===== config.mk =====
export PLATFORM = sky130hd
export DESIGN_NAME = conv_window_sched
export DESIGN_NICKNAME = d
export VERILOG_FILES = /design/src/rtl/conv_window_sched.sv
export SDC_FILE = /design/constraint.sdc
export NUM_CORES = 1
export LEC_CHECK = 0
export CORE_ASPECT_RATIO = 1.25
export CORE_UTILIZATION = 40
export CTS_CLUSTER_DIAMETER = 60
export DETAILED_ROUTE_END_ITERATION = 10
export MAX_ROUTING_LAYER = met4
export PLACE_DENSITY = 0.67
export SLEW_MARGIN = 20
export SYNTH_ARGS = -nofsm -noshare
export SYNTH_HDL_FRONTEND = slang
export SYNTH_SLANG_ARGS = --single-unit

===== constraint.sdc =====
create_clock -name clk -period 2.55 [get_ports clk]
set_input_delay 0.51 -clock clk [delete_from_list [all_inputs] [get_ports clk]]
set_output_delay 0.51 -clock clk [all_outputs]
set_load 0.05 [all_outputs]

===== src/rtl/conv_window_sched.sv =====
// Sequencer for a KxK convolution window sweep: it fetches image columns, fires the
// PE clear/accumulate strobes and hands each window result to a downstream packer.
module conv_window_sched #(
  parameter int K    = 3,
  parameter int IN_H = 16,
  parameter int IN_W = 15
) (
  input  logic                          clk,
  input  logic                          rst_ni,
  input  logic                          start,
  input  logic                          abort,
  output logic                          busy,
  output logic                          done,
  output logic                          rd_req,
  output logic [$clog2(IN_H)-1:0]       rd_row,
  output logic [$clog2(IN_W)-1:0]       rd_col,
  input  logic                          rd_ack,
  output logic                          img_load_en,
  output logic                          pe_clear,
  output logic                          pe_trigger,
  output logic                          pe_sel_neg,
  output logic                          w_shift,
  output logic                          out_valid,
  output logic [$clog2(IN_H-K+1)-1:0]   out_row,
  output logic [$clog2(IN_W-K+1)-1:0]   out_col,
  input  logic                          out_ready
);

  localparam int OUT_H = IN_H - K + 1;
  localparam int OUT_W = IN_W - K + 1;
  localparam int RW    = $clog2(OUT_H);
  localparam int CW    = $clog2(OUT_W);
  localparam int IRW   = $clog2(IN_H);
  localparam int ICW   = $clog2(IN_W);
  localparam int LW    = $clog2(K + 1);

  localparam logic [RW-1:0] ROW_LAST = RW'(OUT_H - 1);
  localparam logic [CW-1:0] COL_LAST = CW'(OUT_W - 1);

  typedef enum logic [2:0] {
    S_IDLE,
    S_CLR,
    S_LOAD,
    S_POS,
    S_NEG,
    S_EMIT,
    S_DONE
  } state_e;

  state_e          state_q, state_d;
  logic [RW-1:0]   out_row_q, out_row_d;
  logic [CW-1:0]   out_col_q, out_col_d;
  logic [LW-1:0]   load_cnt_q, load_cnt_d;

  always_ff @(posedge clk or negedge rst_ni) begin
    if (!rst_ni) begin
      state_q    <= S_IDLE;
      out_row_q  <= '0;
      out_col_q  <= '0;
      load_cnt_q <= '0;
    end else begin
      state_q    <= state_d;
      out_row_q  <= out_row_d;
      out_col_q  <= out_col_d;
      load_cnt_q <= load_cnt_d;
    end
  end

  // Column 0 needs the whole KxK window; later columns slide by one and fetch only the new column.
  always_comb begin
    state_d    = state_q;
    out_row_d  = out_row_q;
    out_col_d  = out_col_q;
    load_cnt_d = load_cnt_q;
    if (abort && (state_q != S_IDLE)) begin
      state_d    = S_IDLE;
      out_row_d  = '0;
      out_col_d  = '0;
      load_cnt_d = '0;
    end else begin
      case (state_q)
        S_IDLE: begin
          if (start) begin
            state_d   = S_CLR;
            out_row_d = '0;
            out_col_d = '0;
          end
        end
        S_CLR: begin
          state_d    = S_LOAD;
          load_cnt_d = (out_col_q == '0) ? LW'(K) : LW'(1);
        end
        S_LOAD: begin
          if (rd_ack) begin
            load_cnt_d = load_cnt_q - LW'(1);
            if (load_cnt_q == LW'(1)) begin
              state_d = S_POS;
            end
          end
        end
        S_POS: begin
          state_d = S_NEG;
        end
        S_NEG: begin
          state_d = S_EMIT;
        end
        S_EMIT: begin
          if (out_ready) begin
            if (out_col_q != COL_LAST) begin
              out_col_d = out_col_q + CW'(1);
              state_d   = S_CLR;
            end else if (out_row_q != ROW_LAST) begin
              out_col_d = '0;
              out_row_d = out_row_q + RW'(1);
              state_d   = S_CLR;
            end else begin
              state_d = S_DONE;
            end
          end
        end
        S_DONE: begin
          state_d   = S_IDLE;
          out_row_d = '0;
          out_col_d = '0;
        end
        default: begin
          state_d = S_IDLE;
        end
      endcase
    end
  end

  always_comb begin
    busy        = (state_q != S_IDLE);
    done        = 1'b0;
    rd_req      = 1'b0;
    rd_row      = '0;
    rd_col      = '0;
    pe_clear    = 1'b0;
    pe_trigger  = 1'b0;
    pe_sel_neg  = 1'b0;
    w_shift     = 1'b0;
    out_valid   = 1'b0;
    out_row     = out_row_q;
    out_col     = out_col_q;
    case (state_q)
      S_CLR: begin
        pe_clear = 1'b1;
      end
      S_LOAD: begin
        rd_req = 1'b1;
        rd_row = IRW'(out_row_q);
        if (out_col_q == '0) begin
          rd_col = ICW'(out_col_q) + ICW'(K) - ICW'(load_cnt_q);
        end else begin
          rd_col = ICW'(out_col_q) + ICW'(K - 1);
        end
      end
      S_POS: begin
        pe_trigger = 1'b1;
      end
      S_NEG: begin
        pe_trigger = 1'b1;
        pe_sel_neg = 1'b1;
        w_shift    = 1'b1;
      end
      S_EMIT: begin
        out_valid = 1'b1;
      end
      S_DONE: begin
        done = 1'b1;
      end
      default: begin
        busy = 1'b0;
      end
    endcase
    img_load_en = rd_req & rd_ack;
  end

endmodule


==> results of run 1 <==
[metal layers]
metal / global-route usage [%] / vias up / share of wire [%]
met4: 6.42 / 0 / 1.9
met2: 37.7 / 32 / 52
met5: - / - / 0
met3: 1.90 / 10 / 4.2
li1: - / 602 / -
met1: 25.0 / 618 / 42
[synthesized netlist by cell type, types with 2 or more instances]
cell,number,area (um^2)
mux2i_1,2,20.0
ha_1,9,113
nand2b_1,7,43.8
inv_1,11,41.3
a21oi_1,9,45.0
nor3_1,5,25.0
or2_1,2,12.5
and3_1,5,31.3
dfrtp_1,13,325
o22ai_1,4,25.0
o21a_1,2,15.0
nand2_1,8,30.0
o21ai_0,2,10.0
o2bb2ai_1,3,26.3
nand3_1,6,30.0
buf_2,4,20.0
and3b_1,3,26.3
a31oi_1,3,18.8
o21ai_1,2,10.0
a211oi_1,2,15.0
nor2_1,15,56.3
and2_1,2,12.5
buf_4,3,22.5
[kinds of logic (layout without fill, tap and decap cells)]
family                   Yosys count  after routing  synth area share (%)
AO/OA/AOI/OAI                     39             39                  23.5
buffers and inverters             19             57                  7.65
XOR/XNOR                           1              1                 0.704
AND/OR/NAND/NOR                   62             62                  29.7
multiplexers                       2              2                  1.61
flip-flops                        13             13                  26.2
adder cells (fa/ha/maj)           10             10                  10.7
[sequential cells by signal, summed over array words and instances, names as in the netlist]
signal and cells:
load_cnt_q 2, out_col 4, out_row 4, state_q 3
[cell type report]
class | instances | area share [%]
inverters | 11 | 2.28
repair buffers | 42 | 25.0
flip-flops and latches | 13 | 18.1
well taps | 36 | 2.49
multi-input cells | 114 | 50.6
clock buffers | 3 | 1.24
clock inverters | 1 | 0.277
[worst max path at each step]
stage                      to  slack [ns]  depth (start not counted)
floorplan           rd_col[2]       -0.07                          5
global route        rd_col[2]       -0.08                          7
global placement    rd_col[2]        0.17                          6
finish              rd_col[2]       -0.03                          7
detailed placement  rd_col[2]        0.14                          6
CTS                 rd_col[2]       -0.03                          6
[repair_timing]
item / 4_1_cts / 5_1_grt
pin swaps: 4 / 1
resized for setup: 8 / 8
setup endpoints to repair: 2 / 4
buffers inserted: 4 / 0
gates cloned: 0 / 0
[stage by stage]
stage	utilization (%)	hold slack [ns]	setup TNS, ns	std cells	instance area (um^2)
after floorplan	-	0.214	-0.0739	146	1280
after global placement	57.4	0.550	0	212	1690
after detailed placement	57.4	0.584	0	212	1690
after CTS	60.6	0.609	-0.0279	220	1790
after global routing	61.4	0.649	-0.0792	220	1810
final	61.4	0.612	-0.0305	220	1810
[power breakdown]
part,switching (mW),internal (mW)
sequential,0.0241,0.243
combinational,0.633,0.420
clock,0.0723,0.0582
[worst register-to-register path: cells and delay by family (launching register included)]
family | cells | cell delay (ns)
adder cells (fa/ha/maj) | 1 | 0.13
flip-flops | 1 | 0.44
AO/OA/AOI/OAI | 2 | 0.32
buffers and inverters | 2 | 0.25
AND/OR/NAND/NOR | 2 | 0.48
[placed cells by master (no fill, tap or decap), types with 2 or more instances in the layout]
master	instances
a31oi_1	3
clkbuf_4	3
nor2_2	2
o21a_1	2
and3b_1	3
o21ai_0	2
nor3_1	5
inv_2	5
buf_4	20
ha_4	4
buf_12	8
o2bb2ai_1	3
o22ai_1	4
and3_1	5
dfrtp_1	11
nand3_1	6
nand2b_1	7
mux2i_1	2
a21oi_1	8
or2_1	2
inv_1	6
and2_1	2
nand2_1	8
ha_1	5
nor2_1	13
o21ai_1	2
dfrtp_2	2
clkdlybuf4s50_1	13
a211oi_4	2
==> impl_summary.md, run 1 <==
Status
The flow ran to the end, but the final reports show violations. The final reports fail on negative setup slack.

Timing
The final worst-path setup slack is -0.0305 ns. Setup repair after global routing could not meet its margin everywhere. The final-report hold violation count was 0. For the final database, setup skew stands at 0.00631 ns. The max-slew headroom at the worst pin is 57.0%.

The number of slew-limit violations in the final report came to 0. The top achievable clock speed is 388 MHz. For the pin with the worst max-slew slack, the measured transition is between 0.6 and 0.7 ns. Setup violations remaining at the end of the flow were counted as 1. The smallest clock period supported by the final layout is computed as 2.58 ns. Dividing the final minimum period by the clock period gives 101%.

Global route
The first global-routing pass estimated 5.38 mm of wire. Entering global routing, the biggest net connects 22 pins. The initial antenna violation count was 0. The number of global-route vias before repair is 1232. Global routing used 21.4% of the available tracks. The total overflow left after global routing is 0.

Critical path
The critical path contains buffers and inverters numbering 3 combined. The slowest cell on the critical path is fa_2. The kind of cell with the highest combined delay along the critical path is adder cells.

The reg-to-reg endpoint is out_row[3]. STA puts the critical path data arrival time at 2.07 ns. At the worst endpoint, the required time is 2.04 ns.

The largest single stage delay on the critical path is 0.45 ns. The nature of the critical path startpoint is a register. The worst-case reg-to-reg path depth is 7.

The worst setup path startpoint is load_cnt_q[1]. Walking the worst path, the cells encountered are inv_2 -> ha_4 -> ha_4 -> inv_2 -> fa_2 -> a211oi_4 -> buf_12. Of all nets on the critical path, the largest fanout is 2.

The startpoint identified for the worst register-to-register timing path is out_col[1]. The critical path is of the reg -> out type. The reg-to-reg setup timing slack is 0.84 ns. The worst setup path is captured at an output pin.

Cells and area
After filler insertion, the fill cell instance count of the layout stands at 232. In the final layout, the share of cells above drive strength 1 is 31.5%. The number of nets at the end of the flow is 201. The number of inserted diodes is 0. In the final layout, flip-flops and latches occupy 328 um^2. The layout-stage area growth over the synthesis result is 45.5%.

In the final layout, the multi-input gates occupy 916 um^2.

CTS
No sink is reached through more buffers than the 2 on the longest clock path. The number of clock sinks seen by CTS is 13. The root buffer cell is clkbuf_4. In this run, CTS created clock tree buffers numbering 3.

The deepest level of the CTS H-tree is 1. The clock tree from TritonCTS is done. Clock latency on the worst-skew pair, taken at its later pin, is 0.28 ns. The hold-fix buffer count after cts is 0. The register clock-pin slew on the reported worst setup and hold paths is 0.09 ns.

Logic synthesis
During synthesis, Yosys emitted a total of 0 warnings. The number of enable flip-flop cells after synthesis is 0. The synthesized netlist occupies a cell area of 1240 um^2. In the synthesized netlist, the number of instances is 146. The synthesized area per cell is 8.52 um^2.

The post-synthesis net count is 162. The fraction of registers with async set/reset is between 90% and 100%. The synthesized design contains 13 register bits. In the synthesized netlist the dominant register cell turns out to be dfrtp_1. The share of synthesized area occupied by flip-flops and latches is a little over a quarter.

The netlist uses 47 different library cells.

Drt
In this run the remaining antenna-violating nets after routing total 0. Before antenna repair, the detailed router went through 4 iterations. The number of remaining DRC errors is 0. For this block, the via count after detailed routing is 1262. The routed length per placed instance is 14.8 um. The average via count per standard cell is 5.74. For this block, the routed nets add up to roughly 3.3 mm of wire. The number of DRC markers in iteration 0 is 37.

Power
The total chip power is 1.45 mW. The worst-case IR drop observed on VDD is between 600 and 700 uV. The power per cell area is between 800 and 900 nW/um^2. The leakage power total is 0.774 nW.

Placement
The number of buffers added on ports is 30. Detailed placement finished with a half-perimeter wire length of 2.48 mm. Timing analysis after detailed placement gives a worst setup slack of around 0.14 ns. The congestion estimate from routability-driven global placement came to 0.835.

Die
The die is 51.9 um wide. The die span in y is 64.3 um. In this run the standard cell core region covers roughly 3000 um^2. For this configuration, the core starts out at a cell density of 42.2%. The floorplan row count is 22. 31 I/O pins were placed. The overall die area is ~3300 um^2.

Worst hold path
Counting instances, the worst hold path has a depth of 1. The class of the most critical hold timing path is reg -> reg. The startpoint of the most critical hold path is out_row[3]. The worst hold path terminates at out_row[3].

Flow run
The max-capacitance violation count is 0.
No activity file was read; power rests on OpenSTA's default activity.
==> inputs of run 2 (changes only) <==
CAP_MARGIN = 10   (was not set)
==> results of run 2 <==
No change in the layout: final DEF, timing and power equal those of run 1.
